$ cat config.mk
export PLATFORM = sky130hd
export DESIGN_NAME = three_parallel_crc_retimed
export DESIGN_NICKNAME = d
export VERILOG_FILES = /design/src/rtl/three_parallel_crc_retimed.sv
export SDC_FILE = /design/constraint.sdc
export NUM_CORES = 1
export LEC_CHECK = 0
export ABC_CLOCK_PERIOD_IN_PS = 1400
export CORE_MARGIN = 4
export CORE_UTILIZATION = 35
export CTS_BUF_LIST = sky130_fd_sc_hd__clkbuf_16
export CTS_CLUSTER_DIAMETER = 120
export DETAILED_ROUTE_END_ITERATION = 12
export GPL_TIMING_DRIVEN = 0
export HOLD_SLACK_MARGIN = 0.1
export PLACE_DENSITY = 0.55
export REMOVE_ABC_BUFFERS = 1
export SYNTH_ARGS = -nofsm -noshare
export SYNTH_HDL_FRONTEND = slang
export SYNTH_SLANG_ARGS = --single-unit
$ cat constraint.sdc
create_clock -name clk -period 1.4 [get_ports clk]
set_input_delay 0.14 -clock clk [delete_from_list [all_inputs] [get_ports clk]]
set_output_delay 0.14 -clock clk [all_outputs]
set_load 0.05 [all_outputs]
$ cat src/rtl/three_parallel_crc_retimed.sv
// 3-parallel CRC-5 (g = x^5+x^3+x+1) over 9-bit frames: one load, three
// registered 3-bit groups folded by a 3-step lookahead, one result per 6 clocks.
module three_parallel_crc_retimed (
  input  logic       clk,
  input  logic       reset,
  input  logic [8:0] data_in,
  output logic [8:0] data_out
);

  typedef enum logic [2:0] {
    PH_LOAD = 3'd0,
    PH_G0   = 3'd1,
    PH_G1   = 3'd2,
    PH_G2   = 3'd3,
    PH_G3   = 3'd4,
    PH_OUT  = 3'd5
  } phase_t;

  localparam logic [4:0] POLY_TAPS = 5'b01011;

  phase_t     phase;
  phase_t     phase_nxt;
  logic [8:0] msg_reg;
  logic [2:0] grp_reg;
  logic [4:0] crc_q;
  logic [4:0] crc_s1;
  logic [4:0] crc_s2;
  logic [4:0] crc_step;

  function automatic logic [4:0] lfsr_step(input logic [4:0] r, input logic b);
    lfsr_step = {r[3:0], 1'b0} ^ ({5{r[4] ^ b}} & POLY_TAPS);
  endfunction

  // Three serial steps chained as one combinational lookahead, MSB of the group first.
  always_comb begin
    crc_s1   = lfsr_step(crc_q,  grp_reg[2]);
    crc_s2   = lfsr_step(crc_s1, grp_reg[1]);
    crc_step = lfsr_step(crc_s2, grp_reg[0]);
  end

  always_comb begin
    phase_nxt = PH_LOAD;
    unique case (phase)
      PH_LOAD: phase_nxt = PH_G0;
      PH_G0:   phase_nxt = PH_G1;
      PH_G1:   phase_nxt = PH_G2;
      PH_G2:   phase_nxt = PH_G3;
      PH_G3:   phase_nxt = PH_OUT;
      PH_OUT:  phase_nxt = PH_LOAD;
      default: phase_nxt = PH_LOAD;
    endcase
  end

  always_ff @(posedge clk or negedge reset) begin
    if (!reset) begin
      phase <= PH_LOAD;
    end else begin
      phase <= phase_nxt;
    end
  end

  // Group register runs one phase ahead of the CRC update (retimed input stage).
  always_ff @(posedge clk or negedge reset) begin
    if (!reset) begin
      msg_reg  <= '0;
      grp_reg  <= '0;
      crc_q    <= '0;
      data_out <= '0;
    end else begin
      unique case (phase)
        PH_LOAD: begin
          msg_reg <= data_in;
          crc_q   <= '0;
        end
        PH_G0: grp_reg <= msg_reg[8:6];
        PH_G1: begin
          grp_reg <= msg_reg[5:3];
          crc_q   <= crc_step;
        end
        PH_G2: begin
          grp_reg <= msg_reg[2:0];
          crc_q   <= crc_step;
        end
        PH_G3:   crc_q    <= crc_step;
        PH_OUT:  data_out <= {4'b0000, crc_q};
        default: ;
      endcase
    end
  end

endmodule

==> run_results.csv <==
group,metric,value,unit
sta,rsz0062_at_grt,"false",
detailed_routing,via_per_inst,4.667,
place,hpwl,1478,um
job,drv_cap,0,
sta,hold_slack,0.08670,ns
power_and_ir_drop,p_total,2.055,mW
clock_network,cts_made_buffers,3,
sta,max_freq,752.2,MHz
grt,grt_usage,10.90,%
clock_network,clockRootBuffer,"clkbuf_16",
sta,fin_crit_sh,94.96,%
detailed_routing,drt_iter0_drc,37,
logic_synthesis,synth.distinct_cells,24,
floorplan,dieArea,0.004624,mm^2
setup_path,start_kind,"flop",
detailed_routing,dr.pass1.iters,3,
detailed_routing,ant_nets,0,
sta,final_hold_viol_count,0,
place,placed_area,0.001404,mm^2
grt,grt_max_degree,26,
grt,antenna_found_initial,0,
run_status,status,"finished clean",
logic_synthesis,syn_inst,94,
cells_and_area,n_antenna_cell,0,
grt,grt_pass1_vias,805,
place,post-place-ws,-0.1999,ns
setup_path,crit_arrival,1.47,ns
floorplan,coreArea,0.003416,mm^2
sta,worst_slack,0.07057,ns
setup_path,end_kind,"flop",
logic_synthesis,ys_top_cells_by_area,"dfrtp_1 50%, mux2_2 11%, mux2_4 6.0%, a22oi_1 4.2%, o21ai_0 3.6%",
detailed_routing,drt_wl_total,2070,um
logic_synthesis,synth_top_area_cell,"dfrtp_1",
logic_synthesis,synth_commonest_cells,"25 x dfrtp_1, 12 x mux2_2, 9 x o21ai_0",
detailed_routing,wl_per_cell,13.02,um
cells_and_area,utilization,44.51,%
cells_and_area,drive_gt1_share,31.86,%
clock_network,clock-sinks,25,
sta,finalMaxSlewViolations,0,
power_and_ir_drop,static-leakage-power,0.6781,nW
logic_synthesis,async_flop_share,100.0,%
sta,finClkSkew,0.002362,ns
clock_network,cts_tree,"done",
logic_synthesis,yosysSeqAreaShare,49.65,%
floorplan,rows,21,
setup_path,cp_data_required_time,1.54,ns
place,numPortBuffers,15,
detailed_routing,vias,742,
cells_and_area,fin_nets,125,
setup_path,critPathMaxFanout,4,
power_and_ir_drop,ir_drop,0.0008225,V
sta,tightest_slew,1.097,ns
floorplan,start_util,36.89,%
detailed_routing,drc_errors,0,
grt,grt-ovfl-total,0,
place,place_congestion,0.6915,
sta,finalSetupViolations,0,
cells_and_area,largest_register_ffs,9,
logic_synthesis,synth.avg_cell_area,13.40,um^2
cells_and_area,fin_area,0.001520,mm^2
floorplan,die_x,68,um
clock_network,clk_transition_reported_paths,0.06,ns
power_and_ir_drop,power.density,1352,mW/mm^2
sta,relSlewSlack,26.78,%
clock_network,htree_levels,1,
floorplan,dieHeight,68,um
logic_synthesis,synth_ff_type,"dfrtp_1",
cells_and_area,fin_cells,159,
logic_synthesis,yosys_warnings,0,
clock_network,cts.path.max_buffers,2,
cells_and_area,fillerInstances,339,
min_path,hold_path_class,"in -> async",
floorplan,io_pins,20,
sta,timing.setup.tns,0,ns
setup_path,critPathKind,"reg -> reg",
logic_synthesis,synth_area,0.001260,mm^2
logic_synthesis,ys_ff_latch,25,
cells_and_area,syn_to_final_growth,20.66,%
logic_synthesis,synth-edff-count,0,
sta,min_period,1.329,ns
logic_synthesis,synth_top_area_share,49.65,%
clock_network,clkLatencyLatePin,0.25,ns
place,place_inst,150,
grt,grt_pass1_wl,3705,um
logic_synthesis,synth_most_common_cell,"dfrtp_1",
[metal layers]
layer	wire length, um	track usage (%)	vias up	share of wire (%)
met5	0	0	-	0
met4	17	2.978	0	0.82
met3	129	4.269	2	6.2
met2	1060	20.22	23	51
met1	863	11.27	358	42
li1	-	-	359	-
[cell type report]
class	instances	area, um^2	area share [%]
clock buffers	3	75.07	4.938
clock inverters	1	3.754	0.2469
inverters	1	3.754	0.2469
multi-input cells	63	566.8	37.28
flip-flops and latches	25	629.4	41.40
well taps	46	57.56	3.786
repair buffers	20	183.9	12.10
[final timing paths]
check / slack [ns] / start / depth (start not counted) / to
setup / recovery: 0.07 / crc_q[3] / 4 / crc_q[1]
hold / removal: 0.09 / reset / 1 / data_out[4]
setup reg to reg: 0.07 / crc_q[3] / 4 / crc_q[1]
hold reg to reg: 0.50 / msg_reg[4] / 1 / msg_reg[4]
max in group asynchronous: 0.58 / reset / 1 / phase[1]
min in group clk: 0.49 / data_in[4] / 2 / msg_reg[4]
[report_power, final]
part	switching (mW)	leakage, nW	internal (mW)	total [mW]
logic	0.365	0.334	0.219	0.584
clock network	0.231	0.0423	0.381	0.613
registers	0.0443	0.302	0.814	0.858
[layout by cell type (no fill, tap or decap), types with 2 or more instances in the layout]
cell / instances
a22oi_1: 7
buf_4: 5
conb_1: 4
inv_1: 2
dfrtp_2: 3
clkdlybuf4s50_1: 9
clkbuf_16: 3
xnor2_2: 2
mux2_2: 12
xor2_1: 2
mux2_4: 5
o21ai_0: 9
dfrtp_1: 22
xnor2_1: 3
nor2_1: 4
o21ai_1: 5
dlygate4sd2_1: 5
[cells by family after synthesis]
logic type	share of synthesized area [%]
flops	49.65
simple gates	6.753
compound gates	10.33
mux	16.68
xor+xnor	10.03
buf+inv	6.256
other cells	0.2976
[worst max-delay path, cell delays in order (launching register included)]
cell     delay, ns
dfrtp_1       0.44
xnor2_2       0.22
xnor3_1       0.42
o21ai_1       0.09
nand2_1       0.06
[timing repair]
item / 4_1_cts / 5_1_grt
pin swaps: 1 / 1
endpoints found under the hold margin: 0 / 0
setup endpoints to repair: 22 / 39
buffers inserted: 4 / 1
hold buffers: 0 / 0
gates resized for setup: 7 / 2
Power figures use the tool's default switching activity.
